<file path="config.mk">
export PLATFORM = sky130hd
export DESIGN_NAME = video_sync_h
export DESIGN_NICKNAME = d
export VERILOG_FILES = /design/src/rtl/video_sync_h.sv
export SDC_FILE = /design/constraint.sdc
export NUM_CORES = 1
export LEC_CHECK = 0
export ABC_AREA = 1
export CAP_MARGIN = 20
export CORE_ASPECT_RATIO = 0.75
export CORE_MARGIN = 1
export CORE_UTILIZATION = 50
export CTS_CLUSTER_DIAMETER = 120
export DETAILED_ROUTE_END_ITERATION = 12
export GPL_TIMING_DRIVEN = 0
export HOLD_SLACK_MARGIN = 0.06
export MAX_ROUTING_LAYER = met4
export PLACE_DENSITY_LB_ADDON = 0.1
export SLEW_MARGIN = 30
export SYNTH_ARGS = -nofsm -noshare
export SYNTH_HDL_FRONTEND = slang
export SYNTH_SLANG_ARGS = --single-unit
</file>
<file path="constraint.sdc">
create_clock -name clk -period 2.2 [get_ports clk]
set_input_delay 0.33 -clock clk [delete_from_list [all_inputs] [get_ports clk]]
set_output_delay 0.33 -clock clk [all_outputs]
set_load 0.01 [all_outputs]
</file>
<file path="src/rtl/video_sync_h.sv">
// Horizontal timing generator for the Pentagon/ATM video path: slot counter, line levels and one-shot strobes.
// Optional feature: define VIDEO_SYNC_H_SCANOUT_EN to enable the twice-per-line scanout_start strobe.
module video_sync_h #(
    parameter int unsigned HPERIOD       = 448,
    parameter int unsigned HBLNK_BEG     = 0,
    parameter int unsigned HSYNC_BEG     = 10,
    parameter int unsigned HSYNC_END     = 43,
    parameter int unsigned HBLNK_END     = 88,
    parameter int unsigned HINT_BEG      = 2,
    parameter int unsigned HPIX_BEG_PENT = 140,
    parameter int unsigned HPIX_END_PENT = 396,
    parameter int unsigned HPIX_BEG_ATM  = 108,
    parameter int unsigned HPIX_END_ATM  = 428,
    parameter int unsigned FETCH_LEAD    = 16
) (
    input  logic       clk,
    input  logic       rst,
    input  logic       cend,
    input  logic       init,
    input  logic       mode_atm_n_pent,
    output logic [8:0] hcount,
    output logic       hblank,
    output logic       hsync,
    output logic       hpix,
    output logic       hsync_start,
    output logic       line_start,
    output logic       hint_start,
    output logic       fetch_start,
    output logic       fetch_end,
    output logic       scanout_start
);

    localparam int unsigned CW = 9;

    localparam logic [CW-1:0] S_LAST       = CW'(HPERIOD - 1);
    localparam logic [CW-1:0] S_HBLNK_BEG  = CW'(HBLNK_BEG);
    localparam logic [CW-1:0] S_HBLNK_END  = CW'(HBLNK_END);
    localparam logic [CW-1:0] S_HSYNC_BEG  = CW'(HSYNC_BEG);
    localparam logic [CW-1:0] S_HSYNC_END  = CW'(HSYNC_END);
    localparam logic [CW-1:0] S_HINT_BEG   = CW'(HINT_BEG);
    localparam logic [CW-1:0] S_PIXB_PENT  = CW'(HPIX_BEG_PENT);
    localparam logic [CW-1:0] S_PIXE_PENT  = CW'(HPIX_END_PENT);
    localparam logic [CW-1:0] S_PIXB_ATM   = CW'(HPIX_BEG_ATM);
    localparam logic [CW-1:0] S_PIXE_ATM   = CW'(HPIX_END_ATM);
    localparam logic [CW-1:0] S_FB_PENT    = CW'(HPIX_BEG_PENT - FETCH_LEAD);
    localparam logic [CW-1:0] S_FE_PENT    = CW'(HPIX_END_PENT - FETCH_LEAD);
    localparam logic [CW-1:0] S_FB_ATM     = CW'(HPIX_BEG_ATM - FETCH_LEAD);
    localparam logic [CW-1:0] S_FE_ATM     = CW'(HPIX_END_ATM - FETCH_LEAD);

    logic          mode_q;
    logic [CW-1:0] pix_beg;
    logic [CW-1:0] pix_end;
    logic [CW-1:0] fetch_beg_slot;
    logic [CW-1:0] fetch_end_slot;
    logic [CW-1:0] hcount_inc;
    logic          at_last;

    // Window slots follow the mode latched at the last line end, never the live input.
    always_comb begin
        pix_beg        = S_PIXB_PENT;
        pix_end        = S_PIXE_PENT;
        fetch_beg_slot = S_FB_PENT;
        fetch_end_slot = S_FE_PENT;
        if (mode_q) begin
            pix_beg        = S_PIXB_ATM;
            pix_end        = S_PIXE_ATM;
            fetch_beg_slot = S_FB_ATM;
            fetch_end_slot = S_FE_ATM;
        end
        at_last    = (hcount == S_LAST);
        hcount_inc = at_last ? '0 : hcount + CW'(1);
    end

    // Counter, levels and mode latch; everything is decided on the pre-update hcount.
    always_ff @(posedge clk or posedge rst) begin
        if (rst) begin
            hcount <= '0;
            hblank <= 1'b0;
            hsync  <= 1'b0;
            hpix   <= 1'b0;
            mode_q <= 1'b0;
        end else if (init) begin
            hcount <= '0;
            hblank <= 1'b1;
            hsync  <= 1'b0;
            hpix   <= 1'b0;
            mode_q <= mode_atm_n_pent;
        end else if (cend) begin
            hcount <= hcount_inc;
            if (at_last) begin
                mode_q <= mode_atm_n_pent;
            end
            if (hcount == S_HBLNK_BEG) begin
                hblank <= 1'b1;
            end else if (hcount == S_HBLNK_END) begin
                hblank <= 1'b0;
            end
            if (hcount == S_HSYNC_BEG) begin
                hsync <= 1'b1;
            end else if (hcount == S_HSYNC_END) begin
                hsync <= 1'b0;
            end
            if (hcount == pix_beg) begin
                hpix <= 1'b1;
            end else if (hcount == pix_end) begin
                hpix <= 1'b0;
            end
        end
    end

    // Strobes are rebuilt every edge so they can never stretch past one clk.
    always_ff @(posedge clk or posedge rst) begin
        if (rst) begin
            hsync_start <= 1'b0;
            line_start  <= 1'b0;
            hint_start  <= 1'b0;
            fetch_start <= 1'b0;
            fetch_end   <= 1'b0;
        end else begin
            hsync_start <= 1'b0;
            line_start  <= 1'b0;
            hint_start  <= 1'b0;
            fetch_start <= 1'b0;
            fetch_end   <= 1'b0;
            if (cend && !init) begin
                hsync_start <= (hcount == S_HSYNC_BEG);
                line_start  <= (hcount == S_HBLNK_END);
                hint_start  <= (hcount == S_HINT_BEG);
                fetch_start <= (hcount == fetch_beg_slot);
                fetch_end   <= (hcount == fetch_end_slot);
            end
        end
    end

`ifdef VIDEO_SYNC_H_SCANOUT_EN
    localparam logic [CW-1:0] S_HALF = CW'(HPERIOD / 2);

    // Scandoubler read-side restart at the start and middle of every line.
    always_ff @(posedge clk or posedge rst) begin
        if (rst) begin
            scanout_start <= 1'b0;
        end else begin
            scanout_start <= cend && !init && ((hcount == '0) || (hcount == S_HALF));
        end
    end
`else
    assign scanout_start = 1'b0;
`endif

endmodule

</file>
==> results of run 1 <==
## final cells by class
type / count / area (sq um) / share of cell area
multi-input cells: 128 / 592 / 0.412
flip-flops and latches: 18 / 450 / 0.314
repair buffers: 21 / 210 / 0.146
inverters: 20 / 75.1 / 0.0523
plain buffers: 5 / 41.3 / 0.0288
clock buffers: 4 / 36.3 / 0.0253
well taps: 24 / 30.0 / 0.0209
## registers in the layout, indices dropped and copies added (netlist names)
| signal | count |
|---|---|
| hint_start | 1 |
| hsync_start | 1 |
| mode_q | 1 |
| hblank | 1 |
| line_start | 1 |
| fetch_start | 1 |
| hsync | 1 |
| hcount | 9 |
| hpix | 1 |
| fetch_end | 1 |
## worst max-delay path by stage
stage / start / endpoint / slack [ps] / depth (start not counted)
2_1_floorplan: hcount[1] / hcount[1] / 910 / 8
3_3_place_gp: init / hcount[3] / 550 / 5
6_report: hcount[8] / hcount[8] / 470 / 1
4_1_cts: hcount[8] / hcount[8] / 470 / 1
3_5_place_dp: init / hcount[2] / 560 / 6
5_1_grt: hcount[6] / hcount[6] / 400 / 1
## worst reg2reg max path: stages (launching register included)
cell and delay (ps):
dfrtp_1 480, ha_1 240, nand2_1 90, nor2_2 200
nand2_1 70, nand2_1 110, inv_1 60, nand2_1 50
nand2_1 60
## routing by layer
| metal | GRT usage | vias up | wire length [um] |
|---|---|---|---|
| met2 | 0.391 | 42 | 1240 |
| li1 | - | 574 | - |
| met1 | 0.337 | 523 | 1300 |
| met3 | 0.0537 | 2 | 222 |
| met4 | 0.0439 | 0 | 16 |
| met5 | - | - | 0 |
## per-stage QoR
stage	area, sq um	setup WS, ps	instances	util	hold WS (ps)
floorplan	1160	911	171	-	269
global placement	1400	554	216	0.665	464
detailed placement	1400	555	216	0.665	472
CTS	1440	470	220	0.683	479
global route	1440	399	220	0.683	526
finish	1440	465	220	0.683	433
## kinds of logic (layout without fill, tap and decap cells)
family | count (synthesis) | in the layout
AOI/OAI and AO/OA | 6 | 6
adders and majority gates | 3 | 3
buffers and inverters | 25 | 50
xor gates and xnor gates | 2 | 2
and+or+nand+nor | 116 | 116
DFF | 18 | 18
other | 1 | 1
## synthesized netlist by cell type (3+ instances only)
cell / number / area (sq um)
nand2_1: 58 / 218
nor2_1: 31 / 116
dfrtp_1: 18 / 450
inv_1: 16 / 60.1
nand3_1: 12 / 60.1
buf_4: 4 / 30.0
inv_2: 4 / 15.0
nor3_1: 4 / 20.0
o21ai_0: 4 / 20.0
ha_1: 3 / 37.5
nand4_1: 3 / 18.8
nor2_2: 3 / 18.8
## where the power goes
part | internal, mW | switching [mW] | total (mW)
sequential | 0.336 | 0.00755 | 0.343
clock | 0.101 | 0.108 | 0.209
combinational | 0.0275 | 0.0461 | 0.0736
total | 0.464 | 0.161 | 0.626
==> summary.md, run 1 <==
| Metric | Value |
|---|---|
| Sinks on Clock Net | `18` |
| Pleak | `0.690 nW` |
| Share of cells above drive strength 1 | `0.107` |
| Gp weighted congestion | `between 0.8 and 0.9` |
| Mapped Avg Cell Area | `6.78 sq um` |
| Via/cell ratio | `5.19` |
| Worst flop-to-flop path startpoint | `hcount[1]` |
| Setup TNS | `0 ps` |
| FILL cells | `185` |
| Port bufs | `21` |
| Worst hold path type | `input pin to async pin` |
| Design Power | `626 uW` |
| Largest net degree at the start of global routing | `19` |
| Area growth, synth to finish | `23.9%` |
| Post-synth EDFFs | `0` |
| Post-Synth XOR/XNOR Area | `0.0151` |
| CP max FO | `8` |
| Vias in the first global route | `963` |
| Top-level port count | `23` |
| Hold_buf cts | `0` |
| Failing checks | `DRC` |
| Full die area | `about 2500 sq um` |
| Initial drt markers | `45` |
| Final Net Count | `205` |
| Via count | `1141` |
| Clock Latency Late Sink | `300 ps` |
| Mapped Cells | `around 170` |
| Max Fclk | `577 MHz` |
| Detailed placer's ending HPWL | `~2100 um` |
| Critical path class | `register to primary output` |
| First-pass GRT wire length | `4470 um` |
| Placeable Area | `2100 sq um` |
| Worst setup EP type | `primary output` |
| GR Util All Layers | `0.249` |
| CTS Buf Count | `3` |
| FF-to-FF setup slack | `730 ps` |
| PwrDens | `436 nW/um^2` |
| Synth Cell Area | `1160 sq um` |
| Run status | `finished with violations` |
| Post-Syn Nets | `179` |
| Min cycle time layout | `1730 ps` |
| Hold Vio Cnt, Final | `0` |
| Largest family of logic cells by synthesized area | `simple AND/OR/NAND/NOR gates` |
| Max clock buf depth | `2` |
| RSZ-0062 raised after global routing | `false` |
| Ys flop type | `dfrtp_1` |
| Synth Area in Simple Gates | `0.432` |
| First-pass DRT Iterations | `8` |
| # diodes | `0` |
| Peak supply drop | `0.312 mV` |
| Die height | `around 44 um` |
| Crit path DAT | `1400 ps` |
| Max-slew headroom | `0.519` |
| Crit-path slowest cell | `clkdlybuf4s50_1` |
| Slew of the pin with the lowest slew margin | `721 ps` |
| Worst Skew | `about 6.5 ps` |
| Initial Utilization | `0.551` |
| Post-synthesis sequential area ratio | `0.389` |
| Worst reg-to-reg path cell count | `8` |
| Worst Path Required | `about 1900 ps` |
| Critical path buffer and inverter count | `1` |
| Top cell family by delay on the critical path | `buffers and inverters` |
| DRC errors left | `3` |
| RR Endpoint | `hcount[1]` |
| Commonest non-fill, non-tap cell in the layout | `nand2_1` |
| Cts repair resizes | `0` |
| H-tree depth | `1` |
| Routed WL | `2780 um` |
| Ys Warns | `0` |
| Chip width | `between 50 and 60 um` |
| Number of max-cap violations | `0` |
| Root Buffer | `clkbuf_4` |
| CTS tree | `yes` |
| Site Rows | `14` |
| Max-slew violations | `0` |
| Post-CTS Setup Inserts | `0` |
| CP max stage delay | `590 ps` |
| Post-synthesis register bit count | `18` |
| Cell Chain, Critical Path | `clkdlybuf4s50_1` |
| Mux share of post-synthesis cell area | `0` |
| Adder-Cell Fraction of Synth Area | `0.0324` |
| Worst-path clk slew | `110 ps` |
| Yosys cell types | `21` |
| Crit share post-route | `0.788` |
| Startpoint class of the critical path | `register` |
| Wirelength per Cell | `~13 um` |
| Antenna violations before repair | `0` |
| Most frequent cells in the layout | `nand2_1, nor2_1, clkdlybuf4s50_1, dfrtp_1, inv_1` |
| Grt ovf | `0` |
| # setup viols final | `0` |
| Synth Area in Compound Gates | `0.0281` |
| Final ANT Viol Nets | `0` |
| Ys async rst share | `1.00` |
(Power assumes the default switching activity.)
==> run 2, diff against run 1 <==
==> constraint.sdc (replaced) <==
create_clock -name clk -period 1.8 [get_ports clk]
set_input_delay 0.27 -clock clk [delete_from_list [all_inputs] [get_ports clk]]
set_output_delay 0.27 -clock clk [all_outputs]
set_load 0.01 [all_outputs]
==> results of run 2 <==
Same layout as run 1 (identical final DEF). Status: finished with violations: DRC.
Among the figures that moved: setup slack after placement 555 ps -> 215 ps; setup slack after layout 465 ps -> 125 ps; hold slack 433 ps -> 373 ps; register-to-register setup slack 730 ps -> 330 ps; total power 0.626 mW -> 0.765 mW; worst IR drop on VDD 0.312 mV -> 0.382 mV
==> run 3, diff against run 2 <==
--- a/config.mk
+++ b/config.mk
@@ -6,7 +6,7 @@
 export NUM_CORES = 1
 export LEC_CHECK = 0
 export ABC_AREA = 1
-export CAP_MARGIN = 20
+export CAP_MARGIN = 10
 export CORE_ASPECT_RATIO = 0.75
 export CORE_MARGIN = 1
 export CORE_UTILIZATION = 50
==> results of run 3 <==
Same layout as run 1 (identical final DEF). Status: finished with violations: DRC.
Among the figures that moved: setup slack after placement 555 ps -> 215 ps; setup slack after layout 465 ps -> 125 ps; hold slack 433 ps -> 373 ps; register-to-register setup slack 730 ps -> 330 ps; total power 0.626 mW -> 0.765 mW; worst IR drop on VDD 0.312 mV -> 0.382 mV
==> RTL change 1: new RTL, settings of run 2 <==
Register the output `line_start` once more; this adds one clock of latency there. The other outputs are not delayed to match.
--- a/src/rtl/video_sync_h.sv
+++ b/src/rtl/video_sync_h.sv
@@ -46,6 +46,8 @@
     localparam logic [CW-1:0] S_FE_PENT    = CW'(HPIX_END_PENT - FETCH_LEAD);
     localparam logic [CW-1:0] S_FB_ATM     = CW'(HPIX_BEG_ATM - FETCH_LEAD);
     localparam logic [CW-1:0] S_FE_ATM     = CW'(HPIX_END_ATM - FETCH_LEAD);
+
+    logic line_start_s0;
 
     logic          mode_q;
     logic [CW-1:0] pix_beg;
@@ -112,19 +114,19 @@
     always_ff @(posedge clk or posedge rst) begin
         if (rst) begin
             hsync_start <= 1'b0;
-            line_start  <= 1'b0;
+            line_start_s0 <= 1'b0;
             hint_start  <= 1'b0;
             fetch_start <= 1'b0;
             fetch_end   <= 1'b0;
         end else begin
             hsync_start <= 1'b0;
-            line_start  <= 1'b0;
+            line_start_s0 <= 1'b0;
             hint_start  <= 1'b0;
             fetch_start <= 1'b0;
             fetch_end   <= 1'b0;
             if (cend && !init) begin
                 hsync_start <= (hcount == S_HSYNC_BEG);
-                line_start  <= (hcount == S_HBLNK_END);
+                line_start_s0 <= (hcount == S_HBLNK_END);
                 hint_start  <= (hcount == S_HINT_BEG);
                 fetch_start <= (hcount == fetch_beg_slot);
                 fetch_end   <= (hcount == fetch_end_slot);
@@ -147,5 +149,9 @@
     assign scanout_start = 1'b0;
 `endif
 
+    always_ff @(posedge clk) begin
+        line_start <= line_start_s0;
+    end
+
 endmodule
 
Formal check against the unedited RTL: same outputs for any inputs over 10 cycles, from zero or initial values and one cycle with rst high; that may be too few to reach the edited logic, so the function may still have changed.
==> RTL change 1 against run 2 <==
The run still ends with DRC left; design area stayed put; sequential cell count is 1 higher; fmax is 0.22% lower; synthesized area is 0.76% higher; first-iteration DRC count is 2.2% higher; count of clock-buffer cells in the layout stayed put; clock skew is 1.9 ps higher; routed wire length is 6.3% lower; non-clock buffer count is 2 lower; power is 1.9% lower; synthesized cell count is 7.0% lower; setup slack worse by 3.8 ps; largest power group unchanged.
==> RTL change 1: results (changes against run 2) <==
================================================================================
Biggest area contributors in the synthesized netlist                sky130_fd_sc_hd__dfrtp_1 39%, sky130_fd_sc_hd__nand2_1 16%, sky130_fd_sc_hd__inv_1 6.8%
Clock transition at path regs                                             110 ps   about the same
Sum of net half-perimeters after detailed placement                      1966 um   -6.3%
DRC violation total after the first TritonRoute iteration                     46   +2.2%
Top layer in use                                                            met4
Sum of routed wire segments on met1                                      1229 um   -5.5%
Diodes inserted                                                                0   unchanged
Area post-placement                                                 0.001408 mm^2   +0.63%
Number of nets in the layout                                                 193   -5.9%
Global router's overall resource usage                                    0.2414   -0.007619
Met2 WL                                                                  1133 um   -8.6%
Smallest hold slack                                                     368.2 ps   -5.204 ps
Adder-cell share of the synthesized area                                 0.03215   -0.0002431
Avg WL per Cell                                                         12.51 um   -0.93%
Arrival time at the worst endpoint                                       1410 ps
Number of warning messages in the yosys log                                    0   unchanged
Via count of the first global-routing pass                                   921   -4.4%
Compound-Gate Fraction of Synth Area                                     0.04394   +0.01587
Post-synthesis average cell area                                      7.342 um^2   +8.4%
Wire length of the first global-routing pass                             4360 um   -2.5%
Post-synthesis cell type count                                                26   +24%
Status                                                              complete, but fails checks
Setup slack on the worst flop-to-flop path                                430 ps   +100 ps
Count of H-tree levels built during CTS                                        1   unchanged
Number of antenna violations at the first check in global routing              0   unchanged
Delay-heaviest family, CP                                           buffers and inverters
Critical Path Fanout Max                                                       7   -1
Detailed-routed wire length on met3                                       214 um   -3.6%
DRT Pass-1 Iters                                                               8   unchanged
Most common library cells after synthesis                           49 x sky130_fd_sc_hd__nand2_1, 21 x sky130_fd_sc_hd__inv_1, 21 x sky130_fd_sc_hd__nor2_1
Worst hold path class                                                    reg2reg
Largest register by flop count                                            hcount
Total Wirelength                                                         2603 um   -6.3%
GPL Wtd Cong                                                              0.9361   +5.0%
Share of post-route cells with drive strength above 1                     0.1250   +0.01786
Psw                                                                    0.1984 mW   +0.68%
Max reg flops                                                                  9   unchanged
Final setup skew                                                        8.344 ps   +1.887 ps
Drt drc                                                                        2   -1
Post-synthesis async set-or-reset flop share                              0.9474   -0.05263
Xor and xnor area share after synthesis                                  0.01501   -0.0001134
Violations in the final reports                                              DRC
Largest stage delay on the critical path                                  590 ps   about the same
Leakage                                                                0.7491 nW   +8.5%
Seq/Total Area, Yosys                                                     0.4030   +0.01423
Placed instance count                                                        204   -5.6%
Via Count                                                                  1,064   -6.7%
Worst relative slew slack                                                 0.4985   -0.02041
Net count after synthesis                                                    167   -6.7%
Maximum clock insertion buffer count                                           2   unchanged
Fraction of synthesized area in multiplexers                                   0   unchanged
Max VDD drop                                                           0.3374 mV   -12%
================================================================================
## RTL change 1: cell count changes after synthesis, moves of 3 or more
cell                      before  now
sky130_fd_sc_hd__inv_1        16   21
sky130_fd_sc_hd__nor2_1       31   21
sky130_fd_sc_hd__nand2_1      58   49
sky130_fd_sc_hd__nand3_1      12    8
sky130_fd_sc_hd__nor3_1        4    1
## RTL change 1: per-layer routing
layer	global-route usage	vias to the layer above
li1	-	535
met1	0.3302	479
met2	0.3558	46
met3	0.06866	4
met4	0.05714	0
met5	-	-
## RTL change 1: final cells by class
class	instances	area (um^2)
fillers	190	666.9
multi-input cells	112	576.8
flip-flops and latches	19	471.7
repair buffers	21	210.2
inverters	25	93.84
well taps	24	30.03
clock buffers	4	26.28
plain buffers	3	26.28
## RTL change 1: worst paths after layout
check / from / depth (start not counted) / end
max: hcount[5]$_DFFE_PP0P_ / 1 / hcount[5]
min: line_start_s0$_DFF_PP0_ / 0 / line_start$_DFF_P_
max reg2reg: hcount[0]$_DFFE_PP0P_ / 7 / hblank$_DFFE_PP0P_
min reg2reg: line_start_s0$_DFF_PP0_ / 0 / line_start$_DFF_P_
max in group asynchronous: rst / 2 / hcount[3]$_DFFE_PP0P_
min in group asynchronous: rst / 2 / hcount[5]$_DFFE_PP0P_
## RTL change 1: power groups by stage
stage / sequential, mW / combinational (mW) / clock [mW]
after global placement: 0.448 / 0.0844 / 0
after floorplan: 0.450 / 0.0501 / 0
after global routing: 0.442 / 0.0959 / 0.245
final: 0.440 / 0.0851 / 0.225
after CTS: 0.440 / 0.0857 / 0.230
after detailed placement: 0.449 / 0.0857 / 0
## RTL change 1: cell families (layout without fill, tap and decap cells)
logic type | after synthesis | after routing
xor+xnor | 2 | 2
other cells | 1 | 1
simple gates | 97 | 97
fa+ha+maj | 3 | 3
buf+inv | 28 | 53
compound gates | 9 | 9
flops | 19 | 19
## RTL change 1: metrics by stage
stage / total power, mW / setup WS [ps]
after floorplan: 0.4996 / 551.5
after global placement: 0.5327 / 208.5
after detailed placement: 0.5343 / 186.0
after CTS: 0.7560 / 56.49
after global routing: 0.7822 / 67.39
final: 0.7504 / 121.7
## RTL change 1: what timing repair did
action,4_1_cts,5_1_grt
endpoints found under the hold margin,0,0
setup endpoints to repair,0,1
setup buffers,0,0
resized for setup,0,1
==> RTL change 2: new RTL, flow settings as in run 2 <==
Made on the original files. The option `VIDEO_SYNC_H_SCANOUT_EN` is turned on by a define.
--- a/src/rtl/video_sync_h.sv
+++ b/src/rtl/video_sync_h.sv
@@ -1,5 +1,7 @@
 // Horizontal timing generator for the Pentagon/ATM video path: slot counter, line levels and one-shot strobes.
 // Optional feature: define VIDEO_SYNC_H_SCANOUT_EN to enable the twice-per-line scanout_start strobe.
+`define VIDEO_SYNC_H_SCANOUT_EN
+
 module video_sync_h #(
     parameter int unsigned HPERIOD       = 448,
     parameter int unsigned HBLNK_BEG     = 0,
Behaviour: not the same (Yosys sat finds a counterexample within 4 cycles, from zero or initial values and one cycle with rst high).
==> RTL change 2 against run 2 <==
The flow still finishes with violations (DRC); design area is 0.96% higher; sequential share of layout area is 1.4 points higher; power is 0.26% lower; sequential cell count is 1 higher; largest cell class unchanged; clock power is 13% lower; routed wire length is 1.8% higher; synthesized area is 1.2% higher; largest power group unchanged; count of clock-buffer cells in the layout stayed put; critical endpoint is now hcount[4]; setup slack worse by 15 ps.
==> RTL change 2: results (changes against run 2) <==
========================================================================
First element of the critical path                          hcount[4]$_DFFE_PP0P_
Max frequency                                                  591.9 MHz   -0.88%
Drt drc                                                                2   -1
Biggest area contributors in the synthesized netlist        sky130_fd_sc_hd__dfrtp_1 41%, sky130_fd_sc_hd__nand2_1 15%, sky130_fd_sc_hd__nor2_1 8.0%
Number of cells produced by synthesis                                165   -3.5%
Launching point of the worst reg2reg path                   hcount[0]$_DFFE_PP0P_
Status                                                      complete, but fails checks
Compound-Gate Fraction of Synth Area                             0.03629   +0.008208
DRC violation total after the first TritonRoute iteration             61   +36%
Final setup skew                                                2.090 ps   -4.367 ps
Psw                                                            0.2039 mW   +3.4%
Non-filler instance count after layout                               215   -2.3%
Area post-placement                                         0.001423 mm^2   +1.7%
Share of post-route cells with drive strength above 1             0.1047   -0.002431
Violations in the final reports                                      DRC
Avg WL per Cell                                                 13.16 um   +4.2%
Sequential-cell power consumption                               0.444 mW   +5.7%
Arrival time at the worst endpoint                               1420 ps   +20 ps
Adder-cell share of the synthesized area                         0.03202   -0.0003803
Post-synthesis cell type count                                        22   +4.8%
Filler instances                                                     193   +4.3%
Wire length of the first global-routing pass                     4933 um   +10%
Pre-CTS WS                                                      184.4 ps   -30.95 ps
Max VDD drop                                                   0.5541 mV   +45%
Smallest hold slack                                             365.1 ps   -8.285 ps
Sum of net half-perimeters after detailed placement              2143 um   +2.1%
DRT Pass-1 Iters                                                       9   +1
========================================================================
==> RTL change 2: cell count changes in the layout (fill, tap and decap cells not counted), moves of 2 or more <==
cell                      delta
sky130_fd_sc_hd__nor3_1      -2
sky130_fd_sc_hd__nand2_1    -11
sky130_fd_sc_hd__inv_1       +4
sky130_fd_sc_hd__nand4_1     +4
sky130_fd_sc_hd__nor2_1      -6
sky130_fd_sc_hd__xor2_1      -2
sky130_fd_sc_hd__nand3_1     +2
sky130_fd_sc_hd__o21ai_0     +2
==> RTL change 2: cell type report <==
type,count,area (um^2),area share
well taps,24,30.03,0.02073
repair buffers,22,220.2,0.1520
clock buffers,4,26.28,0.01813
inverters,23,86.33,0.05959
plain buffers,4,30.03,0.02073
multi-input cells,119,580.6,0.4007
flip-flops and latches,19,475.5,0.3282
==> RTL change 2: per-layer routing <==
metal,part of all wire,GRT usage,vias up
met1,0.50,0.3875,501
met2,0.41,0.3701,41
li1,-,-,568
met3,0.069,0.07463,7
met4,0.020,0.09048,0
met5,0,-,-
